$ cat src/rtl/if_stage_if.sv
// rtl/if_stage_if.sv - instruction-memory request/ack bus between fetch stage and memory
interface if_stage_if;
    logic        imem_req;
    logic [31:0] imem_addr;
    logic        imem_ack;
    logic [31:0] imem_rdata;

    modport master (output imem_req, output imem_addr, input imem_ack, input imem_rdata);
    modport slave  (input imem_req, input imem_addr, output imem_ack, output imem_rdata);
endinterface

$ cat src/rtl/if_stage.sv
// rtl/if_stage.sv - MIPS instruction-fetch stage: PC, imem req/ack, IF/ID register
module if_stage #(
    parameter logic [31:0] RESET_PC = 32'h0000_0000,
    parameter logic [31:0] NOP_WORD = 32'h0000_0000
) (
    input  logic        clk,
    input  logic        rst_n,
    input  logic        StallD,
    input  logic        PCSrcD,
    input  logic [31:0] PCBranchD,
    if_stage_if.master  imem,
    output logic [31:0] cmd,
    output logic [31:0] PCPlusFourD,
    output logic        validD,
    output logic [1:0]  if_state
);
    typedef enum logic [1:0] {FETCH = 2'd0, DISCARD = 2'd1, HOLD = 2'd2} state_t;

    state_t      r_state, w_state;
    logic        r_started;
    logic [31:0] r_pc, w_pc;
    logic [31:0] r_disc_addr, w_disc_addr;
    logic [31:0] r_cmd, w_cmd;
    logic [31:0] r_pc4, w_pc4;
    logic        r_valid, w_valid;
    logic [31:0] r_skid_cmd, w_skid_cmd;
    logic [31:0] r_skid_pc4, w_skid_pc4;

    logic        w_req;
    logic [31:0] w_addr;
    logic        w_xfer;
    logic        w_redirect;
    logic [31:0] w_target;
    logic [31:0] w_pc_inc;

    always_ff @(posedge clk or negedge rst_n) begin
        if (!rst_n) begin
            r_state     <= FETCH;
            r_started   <= 1'b0;
            r_pc        <= RESET_PC;
            r_disc_addr <= 32'h0;
            r_cmd       <= NOP_WORD;
            r_pc4       <= 32'h0;
            r_valid     <= 1'b0;
            r_skid_cmd  <= NOP_WORD;
            r_skid_pc4  <= 32'h0;
        end else begin
            r_state     <= w_state;
            r_started   <= 1'b1;
            r_pc        <= w_pc;
            r_disc_addr <= w_disc_addr;
            r_cmd       <= w_cmd;
            r_pc4       <= w_pc4;
            r_valid     <= w_valid;
            r_skid_cmd  <= w_skid_cmd;
            r_skid_pc4  <= w_skid_pc4;
        end
    end

    always_comb begin
        w_state     = r_state;
        w_pc        = r_pc;
        w_disc_addr = r_disc_addr;
        w_cmd       = r_cmd;
        w_pc4       = r_pc4;
        w_valid     = r_valid;
        w_skid_cmd  = r_skid_cmd;
        w_skid_pc4  = r_skid_pc4;

        // DISCARD keeps presenting the wrong-path address until memory completes it
        w_req      = r_started && (r_state != HOLD);
        w_addr     = (r_state == DISCARD) ? r_disc_addr : (r_pc & ~32'h3);
        w_xfer     = w_req && imem.imem_ack;
        w_redirect = PCSrcD && !StallD && r_valid;
        w_target   = PCBranchD & ~32'h3;
        w_pc_inc   = r_pc + 32'd4;

        case (r_state)
            FETCH: begin
                if (w_redirect) begin
                    w_pc    = w_target;
                    w_cmd   = NOP_WORD;
                    w_valid = 1'b0;
                    if (!w_xfer) begin
                        w_disc_addr = w_addr;
                        w_state     = DISCARD;
                    end
                end else if (w_xfer) begin
                    w_pc = w_pc_inc;
                    if (!StallD) begin
                        w_cmd   = imem.imem_rdata;
                        w_pc4   = w_pc_inc;
                        w_valid = 1'b1;
                    end else begin
                        w_skid_cmd = imem.imem_rdata;
                        w_skid_pc4 = w_pc_inc;
                        w_state    = HOLD;
                    end
                end else if (!StallD) begin
                    w_cmd   = NOP_WORD;
                    w_valid = 1'b0;
                end
            end
            DISCARD: begin
                if (w_xfer) w_state = FETCH;
            end
            HOLD: begin
                if (!StallD) begin
                    w_state = FETCH;
                    if (w_redirect) begin
                        w_pc    = w_target;
                        w_cmd   = NOP_WORD;
                        w_valid = 1'b0;
                    end else begin
                        w_cmd   = r_skid_cmd;
                        w_pc4   = r_skid_pc4;
                        w_valid = 1'b1;
                    end
                end
            end
            default: w_state = FETCH;
        endcase
    end

    assign imem.imem_req  = w_req;
    assign imem.imem_addr = w_addr;
    assign cmd            = r_cmd;
    assign PCPlusFourD    = r_pc4;
    assign validD         = r_valid;
    assign if_state       = r_state;
endmodule

$ cat src/flat_wrapper.sv
// flat-port wrapper written by rule: the top's interface ports become plain ports
module if_stage_flat 
#(
    parameter logic [31:0] RESET_PC = 32'h0000_0000,
    parameter logic [31:0] NOP_WORD = 32'h0000_0000
)
  (clk, rst_n, StallD, PCSrcD, PCBranchD, cmd, PCPlusFourD, validD, if_state, imem_imem_req, imem_imem_addr, imem_imem_ack, imem_imem_rdata);
  if_stage_if imem_i ();
  input  logic clk;
  input  logic rst_n;
  input  logic StallD;
  input  logic PCSrcD;
  input  logic [31:0] PCBranchD;
  output logic [31:0] cmd;
  output logic [31:0] PCPlusFourD;
  output logic validD;
  output logic [1:0] if_state;
  output wire logic [$bits(imem_i.imem_req)-1:0] imem_imem_req;
  output wire logic [$bits(imem_i.imem_addr)-1:0] imem_imem_addr;
  input wire logic [$bits(imem_i.imem_ack)-1:0] imem_imem_ack;
  input wire logic [$bits(imem_i.imem_rdata)-1:0] imem_imem_rdata;
  assign imem_imem_req = imem_i.imem_req;
  assign imem_imem_addr = imem_i.imem_addr;
  assign imem_i.imem_ack = imem_imem_ack;
  assign imem_i.imem_rdata = imem_imem_rdata;
  if_stage #(.RESET_PC(RESET_PC), .NOP_WORD(NOP_WORD)) u_core (.clk(clk), .rst_n(rst_n), .StallD(StallD), .PCSrcD(PCSrcD), .PCBranchD(PCBranchD), .imem(imem_i), .cmd(cmd), .PCPlusFourD(PCPlusFourD), .validD(validD), .if_state(if_state));
endmodule
$ cat config.mk
export PLATFORM = sky130hd
export DESIGN_NAME = if_stage_flat
export DESIGN_NICKNAME = d
export VERILOG_FILES = /design/src/rtl/if_stage_if.sv /design/src/rtl/if_stage.sv /design/src/flat_wrapper.sv
export SDC_FILE = /design/constraint.sdc
export NUM_CORES = 1
export LEC_CHECK = 0
export ABC_AREA = 1
export CAP_MARGIN = 20
export CORE_UTILIZATION = 38
export CTS_CLUSTER_SIZE = 14
export DETAILED_ROUTE_END_ITERATION = 12
export PLACE_DENSITY = 0.69
export SYNTH_ARGS = -nofsm -noshare
export SYNTH_HDL_FRONTEND = slang
export SYNTH_SLANG_ARGS = --single-unit
$ cat constraint.sdc
create_clock -name clk -period 1.7 [get_ports clk]
set_input_delay 0.34 -clock clk [delete_from_list [all_inputs] [get_ports clk]]
set_output_delay 0.34 -clock clk [all_outputs]
set_load 0.03 [all_outputs]
# Yosys cells after proc, flatten, opt, wreduce, memory -nomap -nowiden
# Index checks and enable logic that the tools add are counted.
# Widths: inputs -> output; s select.
# totals
mem_bits_ro	0
ram_bits	0
memories	0
latch_bits	0
elab_cells	72
output_inout_bits	100
register_bits	196
# op_classes
n_bitwise	2
n_lt_le_gt_ge	0
n_shift	0
n_eq_ne	14
reduce_logical	13
n_addsub	1
n_mul	0
n_mux	33
div	0
# op_table
cell	n
$mux 32	16
$pmux 32 s2	3
$add 32x3->32 const B	1
$mux 2	6
$ne 2x2->1 const B	5
$reduce_and 4->1	2
$mux 1	6
$ne 2x1->1 const B	3
$ne 3x2->1 const B	2
$pmux 2 s3	1
$reduce_and 3->1	2
$reduce_and 6->1	1
$reduce_and 5->1	1
$logic_and 1x1->1	4
$ne 3x1->1 const B	1
$ne 3x3->1 const B	1
$eq 2x1->1 const B	1
$eq 2x2->1 const B	1
$logic_not 2->1	1
$not 1->1	2
$pmux 1 s2	1
$reduce_bool 2->1	1
$logic_not 1->1	1

# Logic depth before layout (Yosys ltp)
# depth
ltp_word	6
depth_mapped	10
depth_no_buf	10

# Least setup slack after synthesis
# OpenSTA, ideal clock, no wires.
# synth_timing
kind	reg2out
start	reg u_core.r_state[0], in the netlist u_core.if_state[0]
end	out imem_imem_addr[3]
stages_incl_launch_ff	6
arrival_ns	1.787
required_ns	1.360
slack_ns	-0.427
path_cell_list	dfrtp_1 > inv_2 > nor2_1 > buf_2 > inv_1 > o21ai_0
# synth_via
elab_chain_len	2
# synth_rtl
element	line_no	text
start: declaration	if_stage.sv:19	state_t r_state, w_state;
start signal: assignment	if_stage.sv:48	r_state <= w_state;
$eq 2x1->1	if_stage.sv:72	w_addr = (r_state == DISCARD) ? r_disc_addr : (r_pc & ~32'h3);
$mux 32	if_stage.sv:72	
end: declaration	flat_wrapper.sv:19	output wire logic [$bits(imem_i.imem_addr)-1:0] imem_imem_addr;
# Every way passes these cells.

# Worst setup path after layout
# layout_timing
start	reg u_core.r_state[0], in the netlist u_core.if_state[0]
end	reg u_core.r_skid_pc4[8]
# layout_via
elab_chain_len	4
elab_cells_between_ends	5
# layout_rtl
element	line_no	text
$ne 2x2->1	if_stage.sv:71	w_req = r_started && (r_state != HOLD);
$logic_and 1x1->1	if_stage.sv:71	
$logic_and 1x1->1	if_stage.sv:73	w_xfer = w_req && imem.imem_ack;
$reduce_and 4->1 (no source line) (*)	--	
end signal: assignment	if_stage.sv:56	r_skid_pc4 <= w_skid_pc4;
end: declaration	if_stage.sv:27	logic [31:0] r_skid_pc4, w_skid_pc4;
# Every way passes the cells marked *; elsewhere a longest branch is shown, timed or not.
# A chain may end at the register's enable or synchronous reset.

==> impl_metrics.csv <==
group,metric,value,unit
place,hpwl,19.2,mm
sta,rsz0062_at_grt,"yes",
global_routing,antenna_found_initial,0,
global_routing,first_global_vias,9033,
yosys,yosysMostFrequentCell,"nand2_1",
layout,drive_gt1_frac,0.264,
yosys,avgSynthCellArea,7.37,sq um
floorplanning,coreArea,23600,sq um
drt,viasPerCell,5.17,
power,p_switching,12.7,mW
sta,hold_ws,0.400,ns
yosys,syn-cell-area,9220,sq um
cts,htreeDepth,4,
power,power_frac_clock,0.147,
sta,final-setup-viol-count,223,
place,placed_cells,1744,
worst_setup_path,r2r_end,"u_core.r_skid_pc4[8]",
floorplanning,dieArea,24900,sq um
floorplanning,pin_count,169,
power,finalPower,28.3,mW
run_status,outcome,"finished, violations left",
global_routing,grt_overflow,0,
sta,fmax,473,MHz
worst_setup_path,critPathLaunchType,"flop",
global_routing,grt_first_pass_wirelength,46.9,mm
sta,period_needed,2.11,ns
worst_setup_path,criticalPathCategory,"reg2reg",
global_routing,grt_use_total,0.245,
power,pwr_density_cell,1910,nW/um^2
place,io_buffer_count,164,
floorplanning,rows,56,
sta,hold_viol,0,
sta,setup_ws,-0.413,ns
layout,diodes,0,
power,p_sw_frac,0.449,
worst_setup_path,r2r_slack,-0.41,ns
yosys,async_flop_share,1.00,
drt,ant_nets,0,
drt,vias,9566,
floorplanning,die_h,158,um
place,placed_cell_area,12000,sq um
sta,drv_slew,0,
cts,cts.sinks,190,
worst_setup_path,r2r_start,"u_core.if_state[0]",
cts,insertion_delay,0.44,ns
job,cap_viol_max_count,0,
yosys,ys_seq_elements,190,
yosys,yosysWarnings,0,
sta,fin_tns_setup,-62.73,ns
layout,fin_cells,1852,
drt,drtIter0Drc,772,
yosys,ys_top_cells_by_count,"nand2_1, dfrtp_1, nor2_1, nand3_1, o21ai_0",
cts,cts_tree,"built",
drt,totalWireLength,32.4,mm
yosys,syn_inst,1250,
floorplanning,initial_core_util,0.390,
global_routing,grt_max_degree,49,
layout,areaGrowthSynthToFinish,60.8,%
run_status,violations,"setup timing",
worst_setup_path,worstPathRequired,2.07,ns
yosys,synth_edf_count,0,
yosys,synth.top_cell.area_share,0.516,
worst_setup_path,rr_worst_depth,10,
hold_path,min_path_type,"in2async",
yosys,yosys.area.top_type,"dfrtp_1",
cts,cts.clk_slew.worst_paths,0.08,ns
drt,drcViolationCount,0,
yosys,synth_ff_type,"dfrtp_1",
power,ir_drop,1010,uV
worst_setup_path,worst_setup_path_end_kind,"flop",
cts,clk_path_buf_depth,2,
sta,post-route-period-util,1.24,
floorplanning,die_w,158,um
cts,cts_root_buffer,"clkbuf_16",
worst_setup_path,cp_max_fo,5,
cts,cts_buffers,17,
power,p_seq_frac,0.287,
yosys,synth_area_leaders,"dfrtp_1, nand2_1, nor2_1, a31oi_1, nand3_1",
drt,dr.pass1.iters,7,
yosys,yosys.cell_types.count,29,
worst_setup_path,crit_arrival,2.48,ns
place,routabilityCongestion,0.906,
layout,stdcell_area,14800,sq um
power,intPower,15.6,mW
yosys,ys_seq_area_frac,0.516,
layout,nets,1590,
sta,skew,0.0124,ns
drt,avgRoutedWirePerCell,17.5,um
power,p_leak,7.08,nW
power,pwr-share-comb,0.566,
==> flip-flops by register name (all words and copies together) (netlist names) <==
name and count:
u_core.r_disc_addr 32, u_core.r_skid_pc4 30, u_core.validD 1, u_core.r_started 1, u_core.r_pc 30, u_core.cmd 32
u_core.if_state 2, u_core.r_skid_cmd 32, u_core.PCPlusFourD 30
==> cells in the final DEF (no fill, tap or decap), drive strengths merged <==
| cell | count |
|---|---|
| nand2 | 547 |
| dfrtp | 190 |
| nor2 | 190 |
| buf | 161 |
| clkdlybuf4s50 | 65 |
| dlygate4sd2 | 63 |
| o21ai | 59 |
| inv | 57 |
| nand3 | 51 |
| a31oi | 42 |
| clkbuf | 34 |
| a21oi | 34 |
| clkinv | 13 |
| xor2 | 8 |
| o31ai | 4 |
| conb | 3 |
| and2 | 2 |
| or2 | 2 |
| o211ai | 2 |
| clkinvlp | 1 |
| nand4 | 1 |
| o21a | 1 |
| ha | 1 |
| bufbuf | 1 |
| dlygate4sd3 | 1 |
==> final cells by class <==
type                    count  area [sq um]
fillers                  1946          8800
multi-input cells         947          4950
flip-flops and latches    190          4760
repair buffers            308          3810
clock buffers              17           425
well taps                 319           399
inverters                  53           243
clock inverters            15           194
repair inverters            3          36.3
==> through the flow <==
stage	util	setup WS, ns
CTS	0.578	-0.372
detailed placement	0.509	-0.298
floorplan	-	-0.0174
global placement	0.509	-0.281
global route	0.627	-0.480
finish	0.627	-0.413
==> worst max-delay path by stage <==
stage | endpoint | from
4_1_cts | imem_imem_addr[29] | u_core.if_state[0]
3_3_place_gp | u_core.r_pc[2] | PCSrcD
3_5_place_dp | u_core.r_pc[15] | StallD
5_1_grt | u_core.r_skid_pc4[8] | u_core.if_state[1]
6_report | u_core.r_skid_pc4[8] | u_core.if_state[0]
2_1_floorplan | imem_imem_addr[3] | u_core.if_state[0]
==> cell families (layout without fill, tap and decap cells) <==
logic type | Yosys count | after routing | share of synthesized area
compound gates | 142 | 142 | 0.0847
xor+xnor | 8 | 8 | 0.00760
fa+ha+maj | 1 | 1 | 0.00136
buf+inv | 114 | 396 | 0.0520
flops | 190 | 190 | 0.516
other cells | 2 | 3 | 0.000815
simple gates | 793 | 793 | 0.338
==> worst max-delay path: stages, from the launching register on <==
cell and delay (ns):
dfrtp_2 0.42, buf_4 0.15, buf_4 0.15, nor2_2 0.27
nand2_1 0.16, nor2_4 0.30, buf_12 0.19, buf_8 0.13
buf_12 0.11, nor2_1 0.04, a31oi_1 0.13
==> per-layer routing <==
layer / vias to the layer above / share of wire / global-route usage
met4: 0 / 0.036 / 0.114
li1: 4489 / - / -
met5: - / 0 / 0
met2: 379 / 0.49 / 0.397
met3: 76 / 0.066 / 0.0386
met1: 4622 / 0.41 / 0.321
==> power groups by stage <==
stage | combinational (mW) | sequential [mW] | clock, mW
4_1_cts | 14.3 | 7.92 | 4.18
5_1_grt | 17.1 | 8.36 | 4.37
3_3_place_gp | 12.3 | 7.93 | 0
2_1_floorplan | 6.14 | 8.96 | 0
6_report | 16.0 | 8.11 | 4.14
3_5_place_dp | 12.5 | 7.99 | 0
==> timing repair <==
item                                   CTS  global route
hold buffers                             1             0
pin swaps                                7            42
resized for setup                      198           165
cloned                                  14            20
setup endpoints to repair              138           215
endpoints found under the hold margin   41             0
buffers inserted                        23            27
Power figures use the tool's default switching activity.
